<file path="src/rtl/rv_rf_wport_ctrl.sv">
// rv_rf_wport_ctrl: write-port controller for the uRV register file.
//
// Shares the single register-file write port between writeback and one
// long-latency requester. It also tracks the destinations still owed by that
// requester, so decode can stall on hazards.
//
// Optional feature macro: URV_RF_CLEAR_ON_RESET_EN.
// When it is defined, an INIT state clears x1..x31 after reset. When it is
// undefined, reset goes straight to RUN and busy_o is tied low.
//
// Handshake: a long-latency result is accepted on a cycle where
// m_valid_i & m_ready_o. The producer must hold m_rd_i/m_value_i stable while
// m_valid_i is high and m_ready_o is low. Writeback is not handshaked in the
// same way: when w_stall_o is high, the core re-presents the same writeback
// on the next cycle.
module rv_rf_wport_ctrl #(
  parameter int STARVE_LIMIT = 4
) (
  input  logic        clk_i,
  input  logic        rst_i,
  input  logic [4:0]  w_rd_i,
  input  logic [31:0] w_rd_value_i,
  input  logic        w_rd_store_i,
  output logic        w_stall_o,
  input  logic        m_valid_i,
  input  logic [4:0]  m_rd_i,
  input  logic [31:0] m_value_i,
  output logic        m_ready_o,
  input  logic        iss_i,
  input  logic [4:0]  iss_rd_i,
  input  logic [4:0]  d_rs1_i,
  input  logic [4:0]  d_rs2_i,
  input  logic [4:0]  d_rd_i,
  output logic        d_hazard_o,
  output logic [4:0]  rf_rd_o,
  output logic [31:0] rf_rd_value_o,
  output logic        rf_rd_store_o,
  output logic        busy_o
);

  localparam logic [3:0] LIMIT   = 4'(STARVE_LIMIT);
  localparam logic [3:0] AGE_MAX = 4'd15;

  // One-hot mask of a register in pend[31:1] layout. x0 maps to an empty mask.
  function automatic logic [31:1] rd_bit(input logic [4:0] rd);
    return 31'((32'd1 << rd) >> 1);
  endfunction

`ifdef URV_RF_CLEAR_ON_RESET_EN
  typedef enum logic {ST_INIT, ST_RUN} state_e;

  state_e     state_q, state_d;
  logic [4:0] idx_q, idx_d;

  // Clear-sequence state register. Reset always restarts the clear at x1.
  always_ff @(posedge clk_i) begin
    if (rst_i) begin
      state_q <= ST_INIT;
      idx_q   <= 5'd1;
    end else begin
      state_q <= state_d;
      idx_q   <= idx_d;
    end
  end

  // Walk idx through 1..31, then leave INIT after x31 has been written.
  always_comb begin
    state_d = state_q;
    idx_d   = idx_q;
    if (state_q == ST_INIT) begin
      idx_d = idx_q + 5'd1;
      if (idx_q == 5'd31) begin
        state_d = ST_RUN;
      end
    end
  end
`endif

  logic        buf_v_q, buf_v_d;
  logic [4:0]  buf_rd_q, buf_rd_d;
  logic [31:0] buf_val_q, buf_val_d;
  logic [3:0]  age_q, age_d;
  logic [31:1] pend_q, pend_d;

  logic        wreq;
  logic        force_buf;
  logic        drain;

  // Buffer and scoreboard state. Reset drops any buffered result.
  always_ff @(posedge clk_i) begin
    if (rst_i) begin
      buf_v_q   <= 1'b0;
      buf_rd_q  <= 5'd0;
      buf_val_q <= 32'd0;
      age_q     <= 4'd0;
      pend_q    <= '0;
    end else begin
      buf_v_q   <= buf_v_d;
      buf_rd_q  <= buf_rd_d;
      buf_val_q <= buf_val_d;
      age_q     <= age_d;
      pend_q    <= pend_d;
    end
  end

  // Port arbitration, buffer update and hazard detection.
  always_comb begin
    w_stall_o     = 1'b0;
    m_ready_o     = 1'b0;
    d_hazard_o    = 1'b0;
    rf_rd_o       = 5'd0;
    rf_rd_value_o = 32'd0;
    rf_rd_store_o = 1'b0;
    busy_o        = 1'b0;
    buf_v_d       = buf_v_q;
    buf_rd_d      = buf_rd_q;
    buf_val_d     = buf_val_q;
    age_d         = age_q;
    pend_d        = pend_q;
    drain         = 1'b0;
    wreq          = w_rd_store_i & (w_rd_i != 5'd0);
    force_buf     = buf_v_q & (age_q >= LIMIT);

    if (rst_i) begin
      // All outputs stay at their quiet defaults while reset is held.
    end
`ifdef URV_RF_CLEAR_ON_RESET_EN
    else if (state_q == ST_INIT) begin
      busy_o        = 1'b1;
      w_stall_o     = 1'b1;
      d_hazard_o    = 1'b1;
      rf_rd_o       = idx_q;
      rf_rd_store_o = 1'b1;
    end
`endif
    else begin
      m_ready_o  = ~buf_v_q;
      // A register being drained this cycle still reads as pending.
      d_hazard_o = |(pend_q & (rd_bit(d_rs1_i) | rd_bit(d_rs2_i) | rd_bit(d_rd_i)));

      if (force_buf) begin
        // The buffered result has waited long enough, so it takes the port.
        drain     = 1'b1;
        w_stall_o = wreq;
      end else if (wreq) begin
        rf_rd_o       = w_rd_i;
        rf_rd_value_o = w_rd_value_i;
        rf_rd_store_o = 1'b1;
        if (buf_v_q && (age_q != AGE_MAX)) begin
          age_d = age_q + 4'd1;
        end
      end else if (buf_v_q) begin
        drain = 1'b1;
      end

      if (drain) begin
        // A result addressed to x0 is dropped here without a write.
        rf_rd_o       = buf_rd_q;
        rf_rd_value_o = buf_val_q;
        rf_rd_store_o = (buf_rd_q != 5'd0);
        buf_v_d       = 1'b0;
        pend_d        = pend_d & ~rd_bit(buf_rd_q);
      end

      // Accept only into an empty buffer. The drain cycle cannot also accept.
      if (m_valid_i && !buf_v_q) begin
        buf_v_d   = 1'b1;
        buf_rd_d  = m_rd_i;
        buf_val_d = m_value_i;
        age_d     = 4'd0;
      end
    end

    // The issue-side set is applied after the drain clear, so it wins a collision.
    if (!rst_i && iss_i) begin
      pend_d = pend_d | rd_bit(iss_rd_i);
    end
  end

endmodule

</file>
<file path="config.mk">
export PLATFORM = sky130hd
export DESIGN_NAME = rv_rf_wport_ctrl
export DESIGN_NICKNAME = d
export VERILOG_FILES = /design/src/rtl/rv_rf_wport_ctrl.sv
export SDC_FILE = /design/constraint.sdc
export NUM_CORES = 1
export LEC_CHECK = 0
export CAP_MARGIN = 20
export CORE_ASPECT_RATIO = 0.5
export CORE_UTILIZATION = 41
export DETAILED_ROUTE_END_ITERATION = 8
export GPL_TIMING_DRIVEN = 1
export MAX_ROUTING_LAYER = met4
export PLACE_DENSITY = 0.72
export SLEW_MARGIN = 10
export SYNTH_ARGS = -nofsm -noshare
export SYNTH_HDL_FRONTEND = slang
export SYNTH_SLANG_ARGS = --single-unit
</file>
<file path="constraint.sdc">
create_clock -name clk_i -period 3.3 [get_ports clk_i]
set_input_delay 0.66 -clock clk_i [delete_from_list [all_inputs] [get_ports clk_i]]
set_output_delay 0.66 -clock clk_i [all_outputs]
set_load 0.005 [all_outputs]
</file>
---- Word-level counts from Yosys, hierarchy flattened ----
Cells that the tools add are included.
word-level totals
  logic and storage cells ................. 59
  memory bits (read-only) ................. 0
  output and inout bits ................... 42
  memories ................................ 0
  latch bits .............................. 0
  memory bits (writable) .................. 0
  input bits .............................. 99
  register bits ........................... 73
operators by class
  divide/modulo/power cells ............... 0
  multipliers ............................. 0
  equal/unequal tests ..................... 1
  bitwise gates (word level) .............. 10
  $add $sub $neg .......................... 1
  shifts and indexed selects .............. 5
  reductions and logical operators ........ 11
  order comparisons ....................... 1
  muxes and demuxes ....................... 25
operators by type and width
  operator                number
  $shl A1 B5 Y32 const A  5
  $mux W32                4
  $mux W31                3
  $or A31 B31 Y31         3
  $and A31 B31 Y31        2
  $not A31 Y31            1
  $reduce_or A31 Y1       1
  $mux W5                 4
  $mux W1                 14
  $reduce_bool A5 Y1      2
  $add A4 B1 Y4 const B   1
  $ge A4 B3 Y1 const B    1
  $ne A4 B4 Y1 const B    1
  $logic_and A1 B1 Y1     3
  $reduce_and A3 Y1       1
  $and A1 B1 Y1           2
  $logic_not A1 Y1        2
  $not A1 Y1              2
  $reduce_bool A2 Y1      1
  $reduce_or A2 Y1        1

---- Depth between registers and ports, before layout ----
  depth after elaboration ................. 9
  mapped depth ............................ 8
  mapped depth without buffers ............ 6

---- Worst setup path after synthesis ----
No wires, ideal clock.
  kind .................................... input to output
  start point ............................. in w_rd_i[3]
  end point ............................... out rf_rd_value_o[23]
  setup slack ............................. 0.490 ns
  arrival time ............................ 2.150 ns
  required time ........................... 2.640 ns
  stages on the path ...................... 6
  buffers on the path ..................... 2
  path through ............................ or4_4 o211ai_1 buf_2 buf_2 nand3_1 a21oi_1
on the way
  cells in the longest elaborated chain, start to end .. 7
  elaborated cells on any way between the ends .. 9
  classes of those cells .................. mux: 7; bitwise: 1; reduce/logical: 1
RTL lines
  what                    line  source
  start, declared         21    input logic [4:0] w_rd_i,
  $reduce_bool A5 Y1 (*)  121   wreq = w_rd_store_i & (w_rd_i != 5'd0);
  $and A1 B1 Y1 (*)       121
  $mux W1                 145   end else if (wreq) begin
  $mux W1                 141   if (force_buf) begin
  $mux W1                 124   if (rst_i) begin
  $mux W32 (*)            156   if (drain) begin
  $mux W32 (*)            124
  end, declared           36    output logic [31:0] rf_rd_value_o,
Mark *: on every way between the ends. The rest lies on a longest branch, timed or not. The select of a mux whose other input is x is not followed.

---- Final worst setup path ----
  start point ............................. in w_rd_i[0]
  end point ............................... out rf_rd_o[4]
on the way
  cells in the longest elaborated chain, start to end .. 7
  elaborated cells on any way between the ends .. 9
  classes of those cells .................. mux: 7; bitwise: 1; reduce/logical: 1
RTL lines
  what                    line  source
  $reduce_bool A5 Y1 (*)  121
  $and A1 B1 Y1 (*)       121
  $mux W1                 145
  $mux W1                 141
  $mux W1                 124
  $mux W5 (*)             156
  $mux W5 (*)             124
  end, declared           35    output logic [4:0] rf_rd_o,
Marks and branches as above.

==> impl_metrics.ini <==
[worst_setup_path]
crit_buf_inv = 2
crit_top_cell = nor2_1
worstSetupPathType = input port to primary output
path_cells = dlygate4sd2_1, or4_4, o211a_1, nor2_1, a21oi_1, nor2_1, clkdlybuf4s50_1
rrSetupSlack_ns = 1.42
slowest_delay_ns = 0.57
worstSetupStartpointType = input port
cp.arrival_ns = 2.62
worst_path_dominant_cell_family = simple AND/OR/NAND/NOR gates
worstPathRequired_ns = 2.64
endpoint_kind = primary output
timing.rr.end = pend_q[22]
crit_fanout = 6
reg2regPathDepth = 9
reg2reg_from = age_q[3]
critPathLaunch = w_rd_i[0]
crit_cells = 7
crit_end = rf_rd_o[4]
worst_path_max_delay_cell = or4_4

[cells_and_area]
final_nets = 953
final_common_cell = nand2_1
area_delta_synth_final_pct = 52.5
final_cell_mix = nand2_1, a21oi_1, clkdlybuf4s50_1
drive_gt1_share_pct = 16.1
antennaDiodeCount = 0

[logic_synthesis]
synth.top_cell.area_share_pct = 31.8
ys_types = 58
synth-async-reset-ratio_pct = 0
synth_nets = 775
ys_seq_area_share_pct = 31.8
yosysWarnings = 0
synth_edf_count = 0
ys_seq_elements = 73
synthCells = 675
yosysTopAreaCell = dfxtp_1
syn-cell-area_um2 = 4600
synthFlopType = dfxtp_1
postSynthAreaPerCell_um2 = 6.81
ys_top_cells_by_area = dfxtp_1, nand2_1, a21oi_1

[placement]
place.gp.congestion = 0.981
port_buffers = 139
hpwlAfterDp_mm = 12.8

[global_routing]
grt_max_degree = 73
grt_pass1_vias = 5436
antenna_found_initial = 0
grt-ovfl-total = 0
grt_use_total_pct = 31.8
grt_pass1_wl_mm = 28.2

[timing]
period_needed_ns = 3.28
period_share_pct = 99.3
report.final.slew_viol_count = 0
setup_tns_ns = 0
worst_pin_slew_ns = 0.788
rsz0062_at_grt = true
fin_skew_ns = 0.00524
relSlewSlack_pct = 47.4
fmax_ghz = 0.305
setup_viol = 0
whs_ns = 0.453
finalHoldViolations = 0

[route]
viasPerCell = 5.72
drtAntennaViolNets = 0
wl_per_cell_um = 17.9
drcViolationCount = 0
first_pass_iters = 5
routed_wl_mm = 17.8
drt_iter0_drc = 361
vias = 5705

[pwr]
power.density_nw_per_um2 = 355
leakagePower_nw = 2.85
peakVddDrop_v = 0.000241

[clocking]
cts_root_buf = clkbuf_16
ctsLongestPathBuffers = 2
htreeDepth = 3
cts-buffers-inserted = 9
cts_tree = done
clock_sinks = 73
clock_latency_ns = 0.33
clkTransAtPathRegs_ns = 0.05

[die]
die_area_um2 = 11700
die_h_um = 76.9
io_pins = 141
num_rows = 26
coreArea_um2 = 10500
dieWidth_um = 152
start_util_pct = 43.6

[hold_path]
hold_class = flip-flop to flip-flop

[flow_run]
max_cap_viol_count = 0

[status]
status = complete, no violations
-- Yosys cell counts, types with 7 or more instances --
cell	number
o21ai_0	31
a31oi_1	7
dfxtp_1	73
mux2i_1	11
clkbuf_1	48
and3b_1	7
nand3_1	45
nor3_1	12
nand2_1	165
and3_1	7
nor2b_1	10
nand2b_1	10
nor2_1	20
nor4_1	12
nor3b_1	12
a21oi_1	112
-- state kept, by name, summed over array words and instances, names as in the netlist --
signal and cells:
age_q 4, buf_rd_q 5, buf_v_q 1, buf_val_q 32
pend_q 31
-- final cells by class --
cell class,instances,area (um^2)
clock buffers,12,246
inverters,4,15.0
clock inverters,4,76.3
repair buffers,227,2080
fillers,948,3530
multi-input cells,538,2960
well taps,140,175
flip-flops and latches,73,1460
-- worst min path at each step --
stage,from,to,cells after the start
floorplan,buf_val_q[31],buf_val_q[31],2
finish,buf_val_q[30],buf_val_q[30],2
CTS,buf_val_q[27],buf_val_q[27],2
global route,buf_val_q[27],buf_val_q[27],2
global placement,buf_val_q[18],buf_val_q[18],2
detailed placement,buf_val_q[27],buf_val_q[27],2
-- logic make-up after synthesis --
logic type | count (synthesis) | share of synthesized area [%]
AO/OA/AOI/OAI | 184 | 22.5
adder cells (fa/ha/maj) | 1 | 0.272
other | 1 | 0.0816
XOR/XNOR | 1 | 0.191
flip-flops | 73 | 31.8
AND/OR/NAND/NOR | 338 | 36.8
buffers and inverters | 64 | 5.47
multiplexers | 13 | 2.88
-- per-stage QoR --
stage	area [um^2]	worst slack [ns]	utilization, %	total power [mW]	std cells
final	7010	0.0224	66.5	2.49	998
after global routing	7010	-0.0618	66.5	2.59	998
after CTS	6930	-0.270	65.7	2.49	995
after detailed placement	6530	-0.495	61.9	1.44	972
after global placement	6530	-0.520	61.9	1.43	972
after floorplan	4600	0.490	-	1.16	675
-- layer usage --
layer	track usage, %	share of wire [%]
met5	-	0
met3	5.60	7.2
met2	51.2	47
met4	12.2	2.9
met1	39.6	43
-- worst reg2reg max path, cell delays in order (launching register included) --
cell      delay [ns]
dfxtp_1         0.30
o21ai_0         0.29
o211ai_1        0.14
buf_4           0.17
buf_6           0.12
buf_4           0.14
and3_1          0.19
nand3_1         0.18
o21ai_0         0.13
a21oi_1         0.15
-- repair_timing --
action / 4_1_cts / 5_1_grt
gates resized for setup: 73 / 45
pin swaps: 13 / 19
cloned: 2 / 1
hold buffers: 0 / 0
setup endpoints to repair: 39 / 22
buffers inserted: 5 / 2
-- power by group --
group	total, mW	switching [mW]	internal [mW]
Sequential	0.936	0.0228	0.913
Clock	1.05	0.367	0.684
Combinational	0.501	0.242	0.259
Total	2.49	0.632	1.86
Note: power is estimated with default switching activity, not from simulation.
